[src/rtl/pc_sequencer.sv]
// pc_sequencer: program-counter control for the 16-bit CPU front end.
// Owns the PC register, picks the next fetch address each cycle and drives
// fetch_valid / flush toward the IF/ID pipeline register.
//
// Interface semantics: fetch_valid is a one-cycle qualifier with no ready
// side. When high, the instruction at pc is fetched this cycle. When low
// (stall, halt request or HALT state), IF/ID must not capture a new word.
// flush is registered. It is high for the cycle after a taken redirect so
// that the wrong-path word fetched during the redirect cycle is squashed.
module pc_sequencer #(
  parameter int unsigned            WIDTH    = 16,
  parameter logic [WIDTH-1:0]       RESET_PC = 16'h0000,
  parameter int unsigned            IMM_W    = 9
) (
  input  logic             clk,
  input  logic             rst_n,
  input  logic             stall,
  input  logic             br_taken,
  input  logic [IMM_W-1:0] br_imm,
  input  logic [WIDTH-1:0] br_base,
  input  logic             br_reg,
  input  logic [WIDTH-1:0] reg_target,
  input  logic             halt_in,
  output logic [WIDTH-1:0] pc,
  output logic [WIDTH-1:0] pc_plus2,
  output logic             fetch_valid,
  output logic             flush,
  output logic             halted,
  output logic             wrap
);

  localparam logic ST_RUN  = 1'b0;
  localparam logic ST_HALT = 1'b1;

  // Last even address; the sequential step from here wraps to zero.
  localparam logic [WIDTH-1:0] PC_TOP   = {{(WIDTH-1){1'b1}}, 1'b0};
  localparam logic [WIDTH-1:0] EVEN_MSK = {{(WIDTH-1){1'b1}}, 1'b0};

  logic             state_q, state_d;
  logic [WIDTH-1:0] pc_q, pc_d;
  logic             flush_q, flush_d;
  logic             wrap_q, wrap_d;

  logic [WIDTH-1:0] imm_ext;
  logic [WIDTH-1:0] br_target;
  logic [WIDTH-1:0] reg_dest;
  logic             running;

  // Target arithmetic: word offset sign-extended, scaled to bytes and added modulo 2^WIDTH.
  always_comb begin
    imm_ext   = {{(WIDTH-IMM_W){br_imm[IMM_W-1]}}, br_imm};
    br_target = br_base + (imm_ext << 1);
    reg_dest  = reg_target & EVEN_MSK;
    pc_plus2  = pc_q + WIDTH'(2);
    running   = (state_q == ST_RUN);
  end

  // Next-state selection: register branch, relative branch, halt, stall, increment.
  // A redirect outranks halt_in because the HLT is on the squashed wrong path.
  always_comb begin
    state_d = state_q;
    pc_d    = pc_q;
    flush_d = 1'b0;
    wrap_d  = wrap_q;
    if (running) begin
      if (br_reg) begin
        pc_d    = reg_dest;
        flush_d = 1'b1;
      end else if (br_taken) begin
        pc_d    = br_target;
        flush_d = 1'b1;
      end else if (halt_in) begin
        state_d = ST_HALT;
      end else if (!stall) begin
        pc_d = pc_plus2;
        if (pc_q == PC_TOP) begin
          wrap_d = 1'b1;
        end
      end
    end
  end

  // State registers with asynchronous active-low reset.
  always_ff @(posedge clk or negedge rst_n) begin
    if (!rst_n) begin
      state_q <= ST_RUN;
      pc_q    <= RESET_PC;
      flush_q <= 1'b0;
      wrap_q  <= 1'b0;
    end else begin
      state_q <= state_d;
      pc_q    <= pc_d;
      flush_q <= flush_d;
      wrap_q  <= wrap_d;
    end
  end

  // Output drive: registered flags plus the combinational fetch qualifier.
  always_comb begin
    pc          = pc_q;
    flush       = flush_q;
    wrap        = wrap_q;
    halted      = (state_q == ST_HALT);
    fetch_valid = running & ~stall & ~halt_in;
  end

endmodule

[config.mk]
export PLATFORM = sky130hd
export DESIGN_NAME = pc_sequencer
export DESIGN_NICKNAME = d
export VERILOG_FILES = /design/src/rtl/pc_sequencer.sv
export SDC_FILE = /design/constraint.sdc
export NUM_CORES = 1
export LEC_CHECK = 0
export CAP_MARGIN = 25
export CORE_ASPECT_RATIO = 1.5
export CORE_MARGIN = 2
export CORE_UTILIZATION = 35
export CTS_CLUSTER_DIAMETER = 60
export CTS_CLUSTER_SIZE = 12
export DETAILED_ROUTE_END_ITERATION = 10
export HOLD_SLACK_MARGIN = 0.15
export PLACE_DENSITY_LB_ADDON = 0.12
export SETUP_SLACK_MARGIN = 0.2
export SLEW_MARGIN = 40
export SYNTH_ARGS = -nofsm -noshare
export SYNTH_HDL_FRONTEND = slang
export SYNTH_SLANG_ARGS = --single-unit
[constraint.sdc]
create_clock -name clk -period 2.6 [get_ports clk]
set_input_delay 0.39 -clock clk [delete_from_list [all_inputs] [get_ports clk]]
set_output_delay 0.39 -clock clk [all_outputs]
set_load 0.05 [all_outputs]
==> results.toml <==
[outcome]
status = "completed"

[floorplanning]
initial_utilization_pct = 35.7
core-area_sq_um = 5700
num_io_pins = 83
die_h_um = 97.4
row_count = 34
die_area_sq_um = 6460
die_w_um = 66.3

[clocking]
clkTransAtPathRegs_ps = 80
hold_buffers = 0
cts_tree = "built"
cts_root_buf = "clkbuf_8"
clk_path_buf_depth = 2
htreeDepth = 1
cts_buffers = 3
clkSinkCount = 19
clk-insertion-delay-late_ps = 260

[placed_design]
dp_hpwl_mm = 5.09
io_buffers = 81
routabilityCongestion = 0.812
dpl_worst_slack_ps = -12.6

[setup_path]
critPathBufInv = 1
critPathMaxStageDelay_ps = 420
cp_slowest_cell = "dfrtp_2"
worstSetupPathType = "register to primary output"
path_delay_family = "simple AND/OR/NAND/NOR gates"
start_kind = "register"
path_max_fanout = 7
crit_chain = "ha_2 > nand3_4 > nor2_4 > nand4_1 > xnor2_2 > buf_12"
cp-end-kind = "primary output"
worstPathRequired_ps = 2210
arrival_ps = 1940

[grt]
grt_pass1_wl_mm = 10.4
antenna_found_initial = 0
grt_usage_pct = 20.5
gr-total-overflow = 0
grt_pass1_vias = 2204
grt_max_degree = 20

[finish]
layout-drive-gt1-share_pct = 16.7
nets = 411
syn_to_final_growth_pct = 57.5
layout_common_cells = "68 x clkdlybuf4s50_1, 28 x nand2_1, 25 x nor2_1, 25 x a21oi_1, 21 x o21ai_0"
diodes = 0
final_common_cell = "clkdlybuf4s50_1"
fill_cells = 554

[timing]
post-route-period-util_pct = 89.5
worstMarginPinSlew_ps = 523
setup_ws_ps = 273
setup_tns_ps = 0
max-slew-margin-rel_pct = 65.0
setup_violations = 0
layout_min_cycle_time_ps = 2330
final_max_slew_viol_count = 0
rsz0062_at_grt = "true"
max_freq_mhz = 430
fin_skew_ps = 3.76
hold_viol_final = 0

[synthesis]
synth_flop_cell = "dfrtp_1"
async_reset_ff_share_pct = 100
syn_area_sq_um = 2040
synth_cell_types = 52
ys_ff_latch = 19
avgSynthCellArea_sq_um = 7.83
synth_edf_count = 0
syn-num-nets = 323
yosysWarnings = 0
netlist_instances = 260
ys_seq_area_share_pct = 23.4

[route]
drt_wl_total_mm = 6.33
drc = 0
first_pass_iters = 5
drtIter0Drc = 127
met3WireLength_um = 300
drtAntennaViolNets = 0
wire_per_inst_um = 15.1
drt-met1-wl_mm = 2.60
via_per_inst = 5.34
top_layer = "met4"
via_count = 2239
wl_met2_mm = 3.33

[pwr]
powerDensity_nw_per_um2 = 262
leakage_uw = 0.00137
max-vdd-ir-drop_mv = 0.139

[hold_path]
hold_class = "register to register"

[job]
max_cap_viol_count = 0
## sequential cells by signal, indices dropped and copies added, names as in the netlist
register and cells:
halted 1, pc 16, flush 1, wrap 1
## synth_stat cells, types with 4 or more instances
cell / n / area share (%)
nand3_1: 5 / 1.2
a211oi_1: 4 / 1.5
ha_1: 15 / 9.2
o22ai_1: 6 / 1.8
xnor2_1: 12 / 5.2
dfrtp_1: 19 / 23
a21oi_1: 26 / 6.4
xor2_1: 7 / 3.0
nor3_1: 5 / 1.2
o2bb2ai_1: 4 / 1.7
nor2_1: 26 / 4.8
clkbuf_1: 5 / 0.92
o21ai_1: 4 / 0.98
inv_1: 12 / 2.2
nand2_1: 28 / 5.2
buf_2: 5 / 1.2
a21o_1: 5 / 1.8
o21ai_0: 21 / 5.2
## timing repair
action / 4_1_cts / 5_1_grt
buffers inserted: 0 / 1
gates resized for setup: 6 / 9
pin swaps: 0 / 4
cloned: 0 / 0
hold endpoints to repair: 0 / 0
endpoints found under the setup margin: 5 / 9
## worst paths after layout
check	cells after the start	startpoint	end	slack (ps)
setup / recovery	6	pc[1]	pc_plus2[11]	270
hold / removal	1	wrap	wrap	470
min in group asynchronous	2	rst_n	pc[3]	480
hold reg to reg	1	wrap	wrap	470
setup reg to reg	6	pc[1]	pc[15]	800
max in group asynchronous	2	rst_n	pc[8]	1890
## power breakdown
part | total, uW | internal (uW) | switching (uW)
clock | 212 | 109 | 103
combinational | 332 | 168 | 164
sequential | 298 | 297 | 1.19
## kinds of logic (layout without fill, tap and decap cells)
group | Yosys count | after routing | synth area share [%]
AOI/OAI and AO/OA | 94 | 94 | 29.9
xor gates and xnor gates | 20 | 20 | 8.97
and+or+nand+nor | 84 | 84 | 21.3
buffers and inverters | 25 | 112 | 5.29
adders and majority gates | 16 | 16 | 10.2
muxes | 2 | 2 | 0.983
DFF | 19 | 19 | 23.4
## cell type report
type	instances	area, sq um	share of cell area, %
well taps	72	90.1	2.81
clock buffers	4	45.0	1.40
flip-flops and latches	19	478	14.9
inverters	13	48.8	1.52
repair buffers	95	953	29.7
multi-input cells	216	1590	49.6
## stage by stage
| stage | utilization, % | hold WS [ps] | instance area [sq um] | cells | power (uW) |
|---|---|---|---|---|---|
| 2_1_floorplan | - | 94.4 | 2130 | 260 | 481 |
| 3_3_place_gp | 54.5 | 463 | 3110 | 414 | 624 |
| 3_5_place_dp | 54.5 | 457 | 3110 | 414 | 626 |
| 4_1_cts | 55.5 | 474 | 3160 | 418 | 841 |
| 5_1_grt | 56.3 | 498 | 3210 | 419 | 895 |
| 6_report | 56.3 | 468 | 3210 | 419 | 841 |
## routing by layer
metal  GRT usage (%)  vias to the layer above
met5               0                        -
met4            4.87                        0
met3            2.67                        7
met2            37.1                       77
met1            24.9                     1032
li1                -                     1123
(Power assumes the default switching activity.)
